$ cat src/rtl/regs_hazard_stall.sv
// -----------------------------------------------------------------------------
// regs_hazard_stall
//
// Issue-side register interlock between decode and execute. Each architectural
// register owns a 3-bit pending-write countdown. Decode stalls while any source
// it actually reads has a nonzero countdown. An issued write arms the
// destination's countdown with LATENCY. Writeback may clear a countdown early.
// Register 0 is hard-wired idle: never busy, never stalls, writes ignored.
//
// Parameters
//   WIDTH    number of architectural registers (index width = $clog2(WIDTH))
//   LATENCY  cycles from issue until a written register is readable (1..7)
//
// Ports
//   clk           rising-edge clock
//   rst           asynchronous active-low reset
//   dec_valid     decode holds a valid instruction
//   rnum1/rnum2   source register numbers
//   use_r1/use_r2 the corresponding source is actually read
//   wnum          destination register number
//   is_write_reg  instruction writes wnum
//   wb_valid      writeback completes this cycle
//   wb_num        register written back
//   dec_ready     instruction can be accepted (combinational, !hazard)
//   stall         decode must hold (combinational, dec_valid & hazard)
//   stall_start   registered one-cycle pulse after entry into STALL
//   busy_mask     bit i set while countdown i is nonzero
//   stall_cycles  (only with HAZARD_STALL_CNT_EN) saturating count of cycles
//                 with stall high, cleared only by reset
//
// Build option: define HAZARD_STALL_CNT_EN to add the stall_cycles counter.
// -----------------------------------------------------------------------------
module regs_hazard_stall #(
  parameter  int WIDTH      = 32,
  parameter  int LATENCY    = 3,
  localparam int ADDR_WIDTH = $clog2(WIDTH)
) (
  input  logic                  clk,
  input  logic                  rst,
  input  logic                  dec_valid,
  input  logic [ADDR_WIDTH-1:0] rnum1,
  input  logic [ADDR_WIDTH-1:0] rnum2,
  input  logic                  use_r1,
  input  logic                  use_r2,
  input  logic [ADDR_WIDTH-1:0] wnum,
  input  logic                  is_write_reg,
  input  logic                  wb_valid,
  input  logic [ADDR_WIDTH-1:0] wb_num,
  output logic                  dec_ready,
  output logic                  stall,
  output logic                  stall_start,
  output logic [WIDTH-1:0]      busy_mask
`ifdef HAZARD_STALL_CNT_EN
  ,
  output logic [15:0]           stall_cycles
`endif
);

  localparam logic [2:0] LAT3 = 3'(LATENCY);

  typedef enum logic {
    RUN   = 1'b0,
    STALL = 1'b1
  } state_e;

  logic [2:0] cnt_q [WIDTH];
  logic [2:0] cnt_d [WIDTH];
  logic       hazard;
  logic       issue;
  state_e     state_q, state_d;
  logic       stall_start_q, stall_start_d;

  // Sources are checked against the pre-issue counters only, so an
  // instruction whose destination equals one of its sources never blocks
  // itself on its own write.
  always_comb begin
    hazard = (use_r1 && (cnt_q[rnum1] != 3'd0)) ||
             (use_r2 && (cnt_q[rnum2] != 3'd0));
  end

  assign issue     = dec_valid && !hazard;
  assign dec_ready = !hazard;
  assign stall     = dec_valid && hazard;

  // Per-register next state. Later assignments override earlier ones, giving
  // the priority issue-set > writeback-clear > decrement.
  always_comb begin
    for (int i = 0; i < WIDTH; i++) begin
      // NOTE: every combinational output gets a default first, so no path
      // leaves it unassigned and no latch is inferred.
      cnt_d[i] = cnt_q[i];
      if (cnt_q[i] != 3'd0) begin
        cnt_d[i] = cnt_q[i] - 3'd1;
      end
      if (wb_valid && (wb_num == ADDR_WIDTH'(i))) begin
        cnt_d[i] = 3'd0;
      end
      if (issue && is_write_reg && (wnum == ADDR_WIDTH'(i))) begin
        cnt_d[i] = LAT3;
      end
    end
    // Register 0 is never busy.
    cnt_d[0] = 3'd0;
  end

  // NOTE: the countdown array is reset, not left to power-up garbage: a
  // spurious nonzero entry would stall decode on a register nobody wrote.
  always_ff @(posedge clk or negedge rst) begin
    if (!rst) begin
      for (int i = 0; i < WIDTH; i++) begin
        cnt_q[i] <= 3'd0;
      end
    end else begin
      for (int i = 0; i < WIDTH; i++) begin
        // NOTE: state registers use non-blocking assignment so every flop
        // samples pre-edge values regardless of process ordering.
        cnt_q[i] <= cnt_d[i];
      end
    end
  end

  always_comb begin
    for (int i = 0; i < WIDTH; i++) begin
      busy_mask[i] = (cnt_q[i] != 3'd0);
    end
  end

  // FSM: state register.
  always_ff @(posedge clk or negedge rst) begin
    if (!rst) begin
      state_q       <= RUN;
      stall_start_q <= 1'b0;
    end else begin
      state_q       <= state_d;
      stall_start_q <= stall_start_d;
    end
  end

  // FSM: next state.
  always_comb begin
    state_d = state_q;
    unique case (state_q)
      RUN:     if (stall)  state_d = STALL;
      STALL:   if (!stall) state_d = RUN;
      default: state_d = RUN;
    endcase
  end

  // FSM: outputs. The pulse is computed on the RUN->STALL transition and
  // registered, so it appears in the cycle after the edge.
  always_comb begin
    stall_start_d = (state_q == RUN) && (state_d == STALL);
  end

  assign stall_start = stall_start_q;

`ifdef HAZARD_STALL_CNT_EN
  logic [15:0] stall_cycles_q;

  always_ff @(posedge clk or negedge rst) begin
    if (!rst) begin
      stall_cycles_q <= 16'd0;
    end else if (stall && (stall_cycles_q != 16'hFFFF)) begin
      stall_cycles_q <= stall_cycles_q + 16'd1;
    end
  end

  assign stall_cycles = stall_cycles_q;
`endif

endmodule

$ cat config.mk
export PLATFORM = sky130hd
export DESIGN_NAME = regs_hazard_stall
export DESIGN_NICKNAME = d
export VERILOG_FILES = /design/src/rtl/regs_hazard_stall.sv
export SDC_FILE = /design/constraint.sdc
export NUM_CORES = 1
export LEC_CHECK = 0
export BUFFER_PORTS_ARGS = -buffer_cell sky130_fd_sc_hd__buf_4
export CAP_MARGIN = 5
export CORE_UTILIZATION = 65
export CTS_CLUSTER_DIAMETER = 60
export DETAILED_ROUTE_END_ITERATION = 10
export PLACE_DENSITY = 0.89
export SYNTH_ARGS = -nofsm -noshare
export SYNTH_HDL_FRONTEND = slang
export SYNTH_SLANG_ARGS = --single-unit
$ cat constraint.sdc
create_clock -name clk -period 5.3 [get_ports clk]
set_clock_uncertainty 0.2 [all_clocks]
set_input_delay 1.06 -clock clk [delete_from_list [all_inputs] [get_ports clk]]
set_output_delay 1.06 -clock clk [all_outputs]
set_load 0.02 [all_outputs]
==> impl_metrics.csv <==
group,metric,value,unit
outcome,status,"completed",
detailed_routing,drc,0,
sta,final.setup.worst_slack,994.2,ps
clock_network,clk_latency,380,ps
setup_path,crit_buf_inv,3,
detailed_routing,wl_met1,8.046,mm
setup_path,cp_cell_sequence,"buf_4, nand2b_1, or3_1, o2111ai_1, a31oi_2, a21oi_1, buf_4, a21boi_1, buf_4",
setup_path,r2r_end,"cnt_q[21]",
logic_synthesis,ys_ff_latch,95,
sta,max_freq,0.2322,GHz
sta,worst_pin_slew,1228,ps
logic_synthesis,synth-edff-count,0,
floorplanning,core_area,10510,µm²
detailed_routing,wl_per_cell,18.65,µm
clock_network,cts.clk_slew.worst_paths,100,ps
sta,setup_tns,0,ps
setup_path,slowest_delay,430,ps
global_routing,grt_first_pass_wirelength,31.57,mm
placement,gp_congestion,1.004,
placement,dpl.cell_count,1052,
setup_path,critical_path.most_common_cell,"buf_4",
detailed_routing,wl_met2,8.921,mm
global_routing,grt_max_degree,66,
floorplanning,rows,37,
final_layout,drive_above_1_share,9.871,%
floorplanning,die_area,11430,µm²
power,p_leak,3.551,nW
detailed_routing,wl_met3,2.307,mm
final_layout,diodes,0,
logic_synthesis,syn_avg_cell_area,8.050,µm²
logic_synthesis,netlist_instances,889,
min_path,hold_class,"flop to flop",
clock_network,clock_sinks,95,
clock_network,root_buffer,"clkbuf_8",
global_routing,grt_pass1_vias,6143,
placement,io_buffers,60,
final_layout,syn_to_final_growth,8.846,%
final_layout,finalNonFillerCells,1068,
logic_synthesis,netlist_area,7157,µm²
floorplanning,die_height,106.9,µm
power,switching_share,45.85,%
setup_path,required,4040,ps
sta,setup_viol,0,
floorplanning,die_w,106.9,µm
logic_synthesis,syn_nets,978,
power,intPower,2.718,mW
setup_path,startpoint_type,"input port",
power,irDropWorstVdd,0.0003342,V
sta,slew_viol_final,0,
logic_synthesis,synthArstFlopShare,100.0,%
clock_network,ctsLongestPathBuffers,2,
min_path,hold_depth,2,
final_layout,final_cell_area,7790,µm²
clock_network,cts_tree,"built",
power,switchingPower,2.302,mW
setup_path,r2r_start,"cnt_q[84]",
floorplanning,start_util,68.10,%
final_layout,fin_nets,1016,
clock_network,post_cts_buffers,0,
detailed_routing,dr.first_iter.drc_count,689,
floorplanning,num_io_pins,62,
sta,finalCriticalPeriod,4306,ps
logic_synthesis,ys_types,58,
setup_path,arrival,3050,ps
logic_synthesis,synth_flop_cell,"dfrtp_1",
power,clock_power_share,9.7,%
global_routing,grt-ovfl-total,0,
detailed_routing,top_layer,"met4",
detailed_routing,via_count,6854,
setup_path,end_kind,"output pin",
detailed_routing,dr.pass1.iters,9,
power,p_seq_share,30.9,%
placement,post-dp-hpwl,14.48,mm
sta,finalHoldViolCount,0,
global_routing,grt_usage,36.26,%
power,powerDensity,644.4,nW/µm²
setup_path,critPathMaxFanout,30,
detailed_routing,wl,19.92,mm
global_routing,antenna_found_initial,0,
sta,rsz0062_at_grt,"false",
clock_network,cts_resized,0,
detailed_routing,ant_nets,0,
setup_path,critical_path_class,"input port to output pin",
placement,pre_cts_ws,1085,ps
setup_path,slowest_stage,"a31oi_2",
detailed_routing,avgViaCountPerCell,6.418,
setup_path,startpoint,"rnum1[1]",
clock_network,cts_max_level,3,
min_path,hold_end,"stall_start",
logic_synthesis,yosysWarnings,0,
placement,placed_area,7607,µm²
logic_synthesis,ys_seq_area_share,33.22,%
setup_path,r2r_slack,2350,ps
sta,finalCritPeriodShare,81.24,%
setup_path,reg2reg_depth,6,
min_path,min_from,"state_q",
clock_network,cts-hold-fix-buffers,0,
clock_network,cts_buffers,9,
power,p_comb_share,59.4,%
flow_run,drv_cap,0,
setup_path,crit_family,"compound AO/OA/AOI/OAI gates",
sta,slew_headroom,17.94,%
final_layout,fin_util,74.13,%
metal layers:
metal	track usage (%)	vias to the layer above
met4	15.07	0
li1	-	3171
met3	6.140	64
met1	50.81	3208
met2	55.67	411
met5	0	-
cells by family (layout without fill, tap and decap cells):
family | after synthesis | in the layout | synth area share [%]
and+or+nand+nor | 294 | 294 | 17.90
AOI/OAI and AO/OA | 230 | 230 | 22.41
buffers and inverters | 170 | 213 | 9.895
DFF | 95 | 95 | 33.22
adders and majority gates | 62 | 62 | 10.84
xor gates and xnor gates | 31 | 31 | 3.794
muxes | 6 | 6 | 1.888
other | 1 | 1 | 0.05240
synthesized netlist by cell type, types with 4 or more instances:
| cell | count | area share [%] |
|---|---|---|
| buf_2 | 14 | 0.98 |
| nand2_1 | 174 | 9.1 |
| a31oi_1 | 8 | 0.70 |
| nor4b_1 | 4 | 0.49 |
| nand4_1 | 4 | 0.35 |
| a311oi_1 | 5 | 0.61 |
| o31ai_1 | 41 | 4.3 |
| nand3_1 | 14 | 0.98 |
| o21ai_0 | 50 | 3.5 |
| o2111ai_1 | 5 | 0.61 |
| nand2b_1 | 5 | 0.44 |
| nor4_1 | 13 | 1.1 |
| nor2b_1 | 8 | 0.70 |
| clkbuf_1 | 16 | 0.84 |
| a21oi_1 | 40 | 2.8 |
| ha_1 | 62 | 11 |
| mux4_2 | 6 | 1.9 |
| a41oi_1 | 12 | 1.5 |
| nor3_1 | 16 | 1.1 |
| inv_1 | 131 | 6.9 |
| buf_6 | 6 | 0.94 |
| a211oi_1 | 8 | 0.84 |
| o31a_1 | 14 | 1.7 |
| xnor2_1 | 31 | 3.8 |
| o41ai_1 | 12 | 1.5 |
| o211ai_1 | 4 | 0.42 |
| nor2_1 | 42 | 2.2 |
| a22o_1 | 10 | 1.2 |
| dfrtp_1 | 95 | 33 |
cell usage in the layout, fill, tap and decap left out, drive strengths merged, types with 5 or more instances in the layout:
cell type  instances
o31a              14
o31ai             42
nand2            174
buf               66
o41ai             12
nor2              42
a311oi             5
a22o              10
ha                62
nand2b             5
a31oi              9
a41oi             12
nor2b              8
o21ai             52
mux4               6
inv              131
nor4              14
a21oi             40
nand3             14
o2111ai            5
clkbuf            13
xnor2             31
dfrtp             95
a211oi             8
nor3              16
o211ai             5
stage by stage:
step | hold slack [ps] | total power, mW
global route | 350.2 | 5.483
CTS | 286.4 | 4.978
finish | 286.0 | 5.020
floorplan | 252.3 | 3.704
global placement | 266.4 | 4.356
detailed placement | 265.5 | 4.474
sequential cells by signal (all words and copies together), names as in the netlist:
name and flops:
cnt_q 93, state_q 1, stall_start 1
layout make-up:
| type | count | area, µm² |
|---|---|---|
| Clock buffer | 13 | 138.9 |
| Multi-Input combinational cell | 624 | 4073 |
| Timing Repair Buffer | 66 | 495.5 |
| Clock inverter | 3 | 43.79 |
| Sequential cell | 95 | 2377 |
| Tap cell | 136 | 170.2 |
| Inverter | 131 | 491.7 |
| Fill cell | 817 | 2719 |
tightest hold or removal path, cell delays in order (launching register included):
cell      delay, ps
dfrtp_1         330
nand2b_1         90
a21oi_1          40
power groups by stage:
stage | Clock (mW) | Sequential (mW) | Combinational, mW
finish | 0.487 | 1.55 | 2.98
global route | 0.519 | 1.59 | 3.38
CTS | 0.487 | 1.53 | 2.96
detailed placement | 0 | 1.54 | 2.93
global placement | 0 | 1.53 | 2.82
floorplan | 0 | 1.41 | 2.29
worst max-delay path by stage:
stage | end | slack, ps | depth (start not counted)
after floorplan | stall | 1120 | 8
after global placement | dec_ready | 1130 | 8
after detailed placement | stall | 1080 | 9
after CTS | stall | 1080 | 9
after global routing | stall | 890 | 9
final | stall | 990 | 9
Power figures use the tool's default switching activity.
